===== config.mk =====
export PLATFORM = sky130hd
export DESIGN_NAME = i_next_write_arbiter
export DESIGN_NICKNAME = d
export VERILOG_FILES = /design/src/rtl/i_next_write_arbiter.sv
export SDC_FILE = /design/constraint.sdc
export NUM_CORES = 1
export LEC_CHECK = 0
export ABC_CLOCK_PERIOD_IN_PS = 2400
export CAP_MARGIN = 20
export CORE_MARGIN = 2
export CORE_UTILIZATION = 38
export CTS_BUF_LIST = sky130_fd_sc_hd__clkbuf_4 sky130_fd_sc_hd__clkbuf_8
export DETAILED_ROUTE_END_ITERATION = 8
export GPL_ROUTABILITY_DRIVEN = 0
export PLACE_DENSITY = 0.76
export SLEW_MARGIN = 20
export SYNTH_ARGS = -nofsm -noshare
export SYNTH_HDL_FRONTEND = slang
export SYNTH_SLANG_ARGS = --single-unit
export TNS_END_PERCENT = 50

===== constraint.sdc =====
create_clock -name clk -period 2.4 [get_ports clk]
set_input_delay 0.36 -clock clk [delete_from_list [all_inputs] [get_ports clk]]
set_output_delay 0.36 -clock clk [all_outputs]
set_load 0.05 [all_outputs]

===== src/rtl/i_next_write_arbiter.sv =====
// Round-robin arbiter sharing the i_next RAM write port among N_SPU synaptic
// processing units, with a drain handshake that signals when all writes have committed.
module i_next_write_arbiter #(
    parameter int N_SPU  = 4,
    parameter int DATA_W = 17,
    parameter int ADDR_W = 8,
    parameter int CNT_W  = 16
) (
    input  logic                      clk,
    input  logic                      asyn_reset,
    input  logic [N_SPU-1:0]          req_write,
    input  logic [N_SPU*DATA_W-1:0]   req_data,
    input  logic [N_SPU*ADDR_W-1:0]   req_addr,
    output logic [N_SPU-1:0]          ack,
    output logic                      mem_we,
    output logic [ADDR_W-1:0]         mem_addr,
    output logic [DATA_W-1:0]         mem_data,
    input  logic                      flush_req,
    output logic                      flush_done,
    output logic                      busy,
    output logic [CNT_W-1:0]          write_count
);

    localparam int PTR_W = (N_SPU > 1) ? $clog2(N_SPU) : 1;

    typedef enum logic [1:0] {
        RUN   = 2'd0,
        DRAIN = 2'd1,
        DONE  = 2'd2
    } state_t;

    state_t              state_q;
    logic [N_SPU-1:0]    ack_q;
    logic                we_q;
    logic [ADDR_W-1:0]   addr_q;
    logic [DATA_W-1:0]   data_q;
    logic                flush_done_q;
    logic [CNT_W-1:0]    count_q;
    logic [PTR_W-1:0]    rr_q;

    logic [N_SPU-1:0]    eff;
    logic                grant_vld;
    logic [PTR_W-1:0]    grant_idx;
    logic [N_SPU-1:0]    grant_oh;
    logic [ADDR_W-1:0]   sel_addr;
    logic [DATA_W-1:0]   sel_data;
    logic [PTR_W-1:0]    rr_d;
    logic                do_grant;

    // An SPU is masked in the cycle it sees its ack, before it can drop its request.
    assign eff = req_write & ~ack_q;

    always_comb begin
        logic [PTR_W-1:0] idx;
        grant_vld = 1'b0;
        grant_idx = '0;
        idx       = '0;
        for (int i = 0; i < N_SPU; i++) begin
            idx = PTR_W'((int'(rr_q) + i) % N_SPU);
            if (!grant_vld && eff[idx]) begin
                grant_vld = 1'b1;
                grant_idx = idx;
            end
        end
    end

    always_comb begin
        grant_oh = '0;
        sel_addr = '0;
        sel_data = '0;
        for (int k = 0; k < N_SPU; k++) begin
            if (PTR_W'(k) == grant_idx) begin
                grant_oh[k] = grant_vld;
                sel_addr    = req_addr[k*ADDR_W +: ADDR_W];
                sel_data    = req_data[k*DATA_W +: DATA_W];
            end
        end
        rr_d = (grant_idx == PTR_W'(N_SPU - 1)) ? '0 : grant_idx + PTR_W'(1);
    end

    assign do_grant = grant_vld && (state_q != DONE);

    always_ff @(posedge clk or posedge asyn_reset) begin
        if (asyn_reset) begin
            state_q      <= RUN;
            ack_q        <= '0;
            we_q         <= 1'b0;
            addr_q       <= '0;
            data_q       <= '0;
            flush_done_q <= 1'b0;
            count_q      <= '0;
            rr_q         <= '0;
        end else begin
            ack_q        <= '0;
            we_q         <= 1'b0;
            flush_done_q <= 1'b0;
            if (do_grant) begin
                ack_q  <= grant_oh;
                we_q   <= 1'b1;
                addr_q <= sel_addr;
                data_q <= sel_data;
                rr_q   <= rr_d;
                if (count_q != '1) begin
                    count_q <= count_q + CNT_W'(1);
                end
            end
            case (state_q)
                RUN: begin
                    if (flush_req) begin
                        state_q <= DRAIN;
                    end
                end
                // Empty eff here means the final write was presented last cycle and commits now.
                DRAIN: begin
                    if (!grant_vld) begin
                        state_q      <= DONE;
                        flush_done_q <= 1'b1;
                    end
                end
                DONE: begin
                    count_q <= '0;
                    state_q <= RUN;
                end
                default: begin
                    state_q <= RUN;
                end
            endcase
        end
    end

    assign ack         = ack_q;
    assign mem_we      = we_q;
    assign mem_addr    = addr_q;
    assign mem_data    = data_q;
    assign flush_done  = flush_done_q;
    assign write_count = count_q;
    assign busy        = (|req_write) | we_q | (state_q != RUN);

endmodule


# --- After elaboration in Yosys (flattened, before gate mapping) ---
# Cells that the tools add are included.
# W data, S select, Z words.
word_totals:
  register_bits: 51
  input_bits: 107
  output_inout_bits: 48
  word_cells: 85
op_classes:
  addsub: 5
  magnitude_cmp: 4
  n_eq_ne: 10
  n_mux: 39
  n_bitwise: 4
  n_reduce_logical: 15
op_table:
  columns: ["op", "count"]
  rows:
  - ["$mux W17", 4]
  - ["$mux W16", 3]
  - ["$mux W8", 4]
  - ["$add A16 B1 Y16 const B", 1]
  - ["$ne A16 B16 Y1 const B", 1]
  - ["$mux W1", 15]
  - ["$mux W2", 7]
  - ["$lt A2 B3 Y1 const B", 4]
  - ["$bmux W1 S2", 4]
  - ["$ne A2 B2 Y1 const B", 3]
  - ["$reduce_bool A2 Y1", 3]
  - ["$add A2 B1 Y2 const B", 2]
  - ["$add A2 B2 Y2 const B", 2]
  - ["$and A4 B4 Y4", 1]
  - ["$eq A2 B2 Y1 const A", 2]
  - ["$eq A2 B2 Y1 const B", 2]
  - ["$logic_and A1 B1 Y1", 4]
  - ["$logic_not A2 Y1", 2]
  - ["$mux W4", 1]
  - ["$not A4 Y4", 1]
  - ["$pmux W2 S2", 1]
  - ["$reduce_and A2 Y1", 2]
  - ["$reduce_or A4 Y1", 1]
  - ["$logic_not A1 Y1", 3]
  - ["3 further kinds", 4]

# --- Depth between registers and ports, before layout ---
depth:
  word_depth: 19
  ltp_mapped: 13
  mapped_depth_nobuf: 11

# --- Worst setup path before layout ---
# OpenSTA, ideal clock, no wires.
synth_timing:
  path_type: "reg2reg"
  start: "register ack_q[0], in the netlist ack[0]"
  end: "register data_q[3], in the netlist mem_data[3]"
  setup_time_ns: 0.066
  arrival_time_ns: 2.570
  required_ns: 2.334
  path_slack_ns: -0.235
  path_stages_with_launch: 14
  path_buffers: 2
  period_less_slack_ns: 2.635
  path_cell_list: "dfrtp_1 -> nand2b_1 -> nor2_1 -> o31ai_1 -> o21ai_0 -> inv_1 -> ha_1 -> clkbuf_1 -> clkbuf_1 -> nand2_1 -> a21oi_1 -> a21oi_1 -> o211ai_1 -> o21a_1"
synth_via:
  elab_chain_cells: 19
  elab_cells_between_ends: 33
  classes_between: "eq/ne: 3; mux: 20; bitwise: 2; reduce/logical: 8"
synth_rtl:
  columns: ["item", "line", "text"]
  rows:
  - ["start, declared", "33", "logic [N_SPU-1:0] ack_q;"]
  - ["start signal, assigned", "98", "ack_q <= grant_oh;"]
  - ["$not A4 Y4 (*)", "51", "assign eff = req_write & ~ack_q;"]
  - ["$and A4 B4 Y4 (*)", "51", null]
  - ["$bmux W1 S2", "60", "if (!grant_vld && eff[idx]) begin"]
  - ["$mux W1 (implied by the code)", "60", null]
  - ["$mux W1", "60", null]
  - ["$logic_not A1 Y1", "60", null]
  - ["$logic_and A1 B1 Y1", "60", null]
  - ["$mux W1", "60", null]
  - ["$logic_not A1 Y1", "60", null]
  - ["$logic_and A1 B1 Y1", "60", null]
  - ["$mux W1", "60", null]
  - ["$logic_not A1 Y1", "60", null]
  - ["$logic_and A1 B1 Y1", "60", null]
  - ["$mux W2", "60", null]
  - ["$logic_not A2 Y1", "72", "if (PTR_W'(k) == grant_idx) begin"]
  - ["$mux W17 (4 in a row)", "72", null]
  - ["end signal, assigned", "101", "data_q <= sel_data;"]
  - ["end, declared", "36", "logic [DATA_W-1:0] data_q;"]
# Every way passes the cells marked *; elsewhere a longest branch is shown, timed or not. The select of a mux whose other input is x is not followed.
# A chain may end at the register's enable or synchronous reset.

# --- Final worst setup path ---
layout_timing:
  start: "input req_write[1]"
  end: "register addr_q[6], in the netlist mem_addr[6]"
layout_via:
  elab_chain_cells: 18
  elab_cells_between_ends: 32
  classes_between: "eq/ne: 3; mux: 20; bitwise: 1; reduce/logical: 8"
layout_rtl:
  columns: ["item", "line", "text"]
  rows:
  - ["start, declared", "11", "input logic [N_SPU-1:0] req_write,"]
  - ["$and A4 B4 Y4 (*)", "51", null]
  - ["$bmux W1 S2", "60", null]
  - ["$mux W1 (implied by the code)", "60", null]
  - ["$mux W1", "60", null]
  - ["$logic_not A1 Y1", "60", null]
  - ["$logic_and A1 B1 Y1", "60", null]
  - ["$mux W1", "60", null]
  - ["$logic_not A1 Y1", "60", null]
  - ["$logic_and A1 B1 Y1", "60", null]
  - ["$mux W1", "60", null]
  - ["$logic_not A1 Y1", "60", null]
  - ["$logic_and A1 B1 Y1", "60", null]
  - ["$mux W2", "60", null]
  - ["$logic_not A2 Y1", "72", null]
  - ["$mux W8 (4 in a row)", "72", null]
  - ["end signal, assigned", "100", "addr_q <= sel_addr;"]
  - ["end, declared", "35", "logic [ADDR_W-1:0] addr_q;"]
# Marks and branches as above.

==> metrics.cfg <==
[worst_setup_path]
arrival_ns=2.54
endpoint_kind=flop
rr_worst_depth=13
critPathRequiredTime_ns=2.64
critPathLaunchType=primary input
crit_type=primary input to flop
worstPathMaxFanout=10

[global_route]
grt_usage_pct=21.03
grt_max_degree=51
antenna_found_initial=0
overflow=0
grt_pass1_wl_um=15010
grt_pass1_vias=3297

[logic_synthesis]
synthSimpleGateAreaFrac_pct=26.25
ys_ff_latch=51
ys_warn_count=0
yosysUniqueCellTypes=40
syn_area_um2=3151
syn_avg_cell_area_um2=8.632
synth_xor_area_share_pct=3.336
synth_compound_area_share_pct=23.03
synthCells=365
synth.net_count=477
synth-seq-area-share_pct=40.51
synth_edf_count=0
ys.flop_type=dfrtp_1
synth_mux_area_share_pct=0.3574
synthAdderAreaFrac_pct=1.986
synth_top_family_by_area=simple AND/OR/NAND/NOR gates
ys_async_sr_fraction_pct=100.0

[route]
wl_per_cell_um=15.01
drc=0
drt-pass1-iter-count=4
dr.first_iter.drc_count=71
viasPerCell=5.242
num_vias=3292
ant_nets=0
routed_wl_um=9428

[sta]
rsz0062_at_grt=true
fin_setup_tns_ns=0
worst_pin_slew_ns=0.5440
hold_violations=0
drv_slew=0
period_share_pct=95.59
clock-skew-final_ns=0.006858
relSlewSlack_pct=63.46
setup_viol=0
max_freq_ghz=0.4359
fin_crit_ns=2.294

[worst_hold_path]
holdCritPathClass=primary input to asynchronous set/reset pin

[flow_run]
drv_cap=0

[die]
die_y_um=95.06
core_um2=8134
io_pins=155
placementRows=33
die-area_um2=9035
die_w_um=95.06
start_util_pct=38.73

[power_and_ir_drop]
power.internal_uw=3827
vdd_drop_max_uv=607.8
comb_power_share_pct=69.3
swShare_pct=48.26
pwr-share-seq_pct=22.4
p_leak_uw=0.002015
power_density_nw_per_um2=1416
clkPwrFrac_pct=8.3
net-switching-power_uw=3569

[clock_network]
clockBufferDepth=2
cts_buffers=5
cts.clk_slew.worst_paths_ns=0.10
cts.sinks=51
cts_root_buf=clkbuf_8
cts_tree=yes
clk_latency_ns=0.30
ctsHoldBuffers=0
cts.htree.levels=2

[placement]
hpwlAfterDp_um=7116
dp_cells=616
portBuffers=154

[final_layout]
fin_nets=634
area_growth_pct=65.81
diodes=0
layout-drive-gt1-share_pct=12.05
final_cells=628
fin_util_pct=64.22

[run_status]
outcome=finished clean

==> per-stage QoR <==
step | instance area, um^2 | setup WS, ns | hold slack [ns] | total power, uW
6_report | 5224 | 0.1058 | 0.3840 | 7396
5_1_grt | 5224 | -0.02370 | 0.4171 | 7923
4_1_cts | 5111 | -0.0004214 | 0.3885 | 7266
3_5_place_dp | 4991 | -0.4083 | 0.4784 | 6617
3_3_place_gp | 4991 | -0.3212 | 0.4722 | 6491
2_1_floorplan | 3161 | 0.01815 | 0.4471 | 4888
==> Yosys cell counts, drive strengths merged, types with 2 or more instances <==
master,number,area [um^2]
nand2,52,195.2
inv,4,15.01
buf,6,41.28
nand4,4,25.02
ha,5,62.56
and3b,2,17.52
nor4,7,73.82
nand3b,23,172.7
nor4b,3,41.29
xnor2,12,105.1
o21ai,5,25.02
nor2b,8,65.07
a21oi,53,265.3
clkbuf,23,86.33
nand3,5,30.03
a221oi,2,17.52
and2,4,25.02
nand2b,4,25.02
nor3,9,45.04
o211ai,23,172.7
and3,3,18.77
a31o,2,17.52
o21a,24,180.2
nor2,24,92.59
dfrtp,51,1276
==> sequential cells by signal, indices dropped and copies added, names as in the netlist <==
signal	cells
mem_data	17
write_count	16
ack	4
rr_q	2
state_q	2
mem_addr	8
flush_done	1
mem_we	1
==> routing by layer <==
| layer | part of all wire (%) | track usage (%) |
|---|---|---|
| met2 | 49 | 37.06 |
| met3 | 8.0 | 5.613 |
| met1 | 42 | 25.20 |
| met4 | 1.6 | 6.039 |
| met5 | 0 | 0 |
==> worst paths after layout <==
path	startpoint	endpoint	slack, ns
max	req_write[1]	mem_addr[6]$_DFFE_PP0P_	0.11
min	asyn_reset	mem_data[8]$_DFFE_PP0P_	0.38
min in group clk	mem_data[0]$_DFFE_PP0P_	mem_data[0]$_DFFE_PP0P_	0.49
max reg2reg	ack[0]$_DFF_PP0_	mem_addr[6]$_DFFE_PP0P_	0.19
max in group asynchronous	asyn_reset	ack[3]$_DFF_PP0_	1.47
min reg2reg	mem_data[0]$_DFFE_PP0P_	mem_data[0]$_DFFE_PP0P_	0.49
==> cells by family after synthesis <==
family | after synthesis
DFF | 51
muxes | 1
buffers and inverters | 33
and+or+nand+nor | 148
xor gates and xnor gates | 12
adders and majority gates | 5
AOI/OAI and AO/OA | 115
==> layout by cell type, fill, tap and decap left out, types with 6 or more instances in the layout <==
cell	instances
a21oi_1	51
o21a_1	24
nor2b_1	6
buf_4	13
nor2_1	22
nand2_1	52
xnor2_1	12
nor3_1	9
o211ai_1	23
buf_12	10
clkdlybuf4s50_1	151
dfrtp_1	46
nand3b_1	23
==> repair_timing <==
item / CTS / global route
cloned: 0 / 1
setup endpoints to repair: 25 / 25
hold endpoints to repair: 0 / 0
setup buffers: 0 / 3
gates resized for setup: 3 / 16
pin swaps: 1 / 2
==> critical path, stage by stage <==
cell	delay (ns)
clkdlybuf4s50_1	0.48
nor2b_4	0.17
o21ai_0	0.12
a21o_1	0.21
o21ai_2	0.10
ha_2	0.24
buf_6	0.13
buf_12	0.12
nand3b_1	0.08
a21oi_1	0.16
a21oi_1	0.06
o211ai_1	0.16
o21a_1	0.14
==> power groups by stage <==
stage                     clock [uW]  combinational, uW  sequential, uW
final                            611               5130            1660
after floorplan                    0               2040            2850
after global routing             663               5540            1720
after global placement             0               4860            1640
after CTS                        635               4990            1650
after detailed placement           0               4960            1660
==> area by class of cell <==
class,instances,area [um^2]
clock inverter,2,37.54
tap,105,131.4
multi-input combinational,281,1799
sequential,51,1282
clock buffer,6,76.32
fill,656,2910
inverter,4,15.01
timing repair buffer,179,1882
Power figures use the tool's default switching activity.
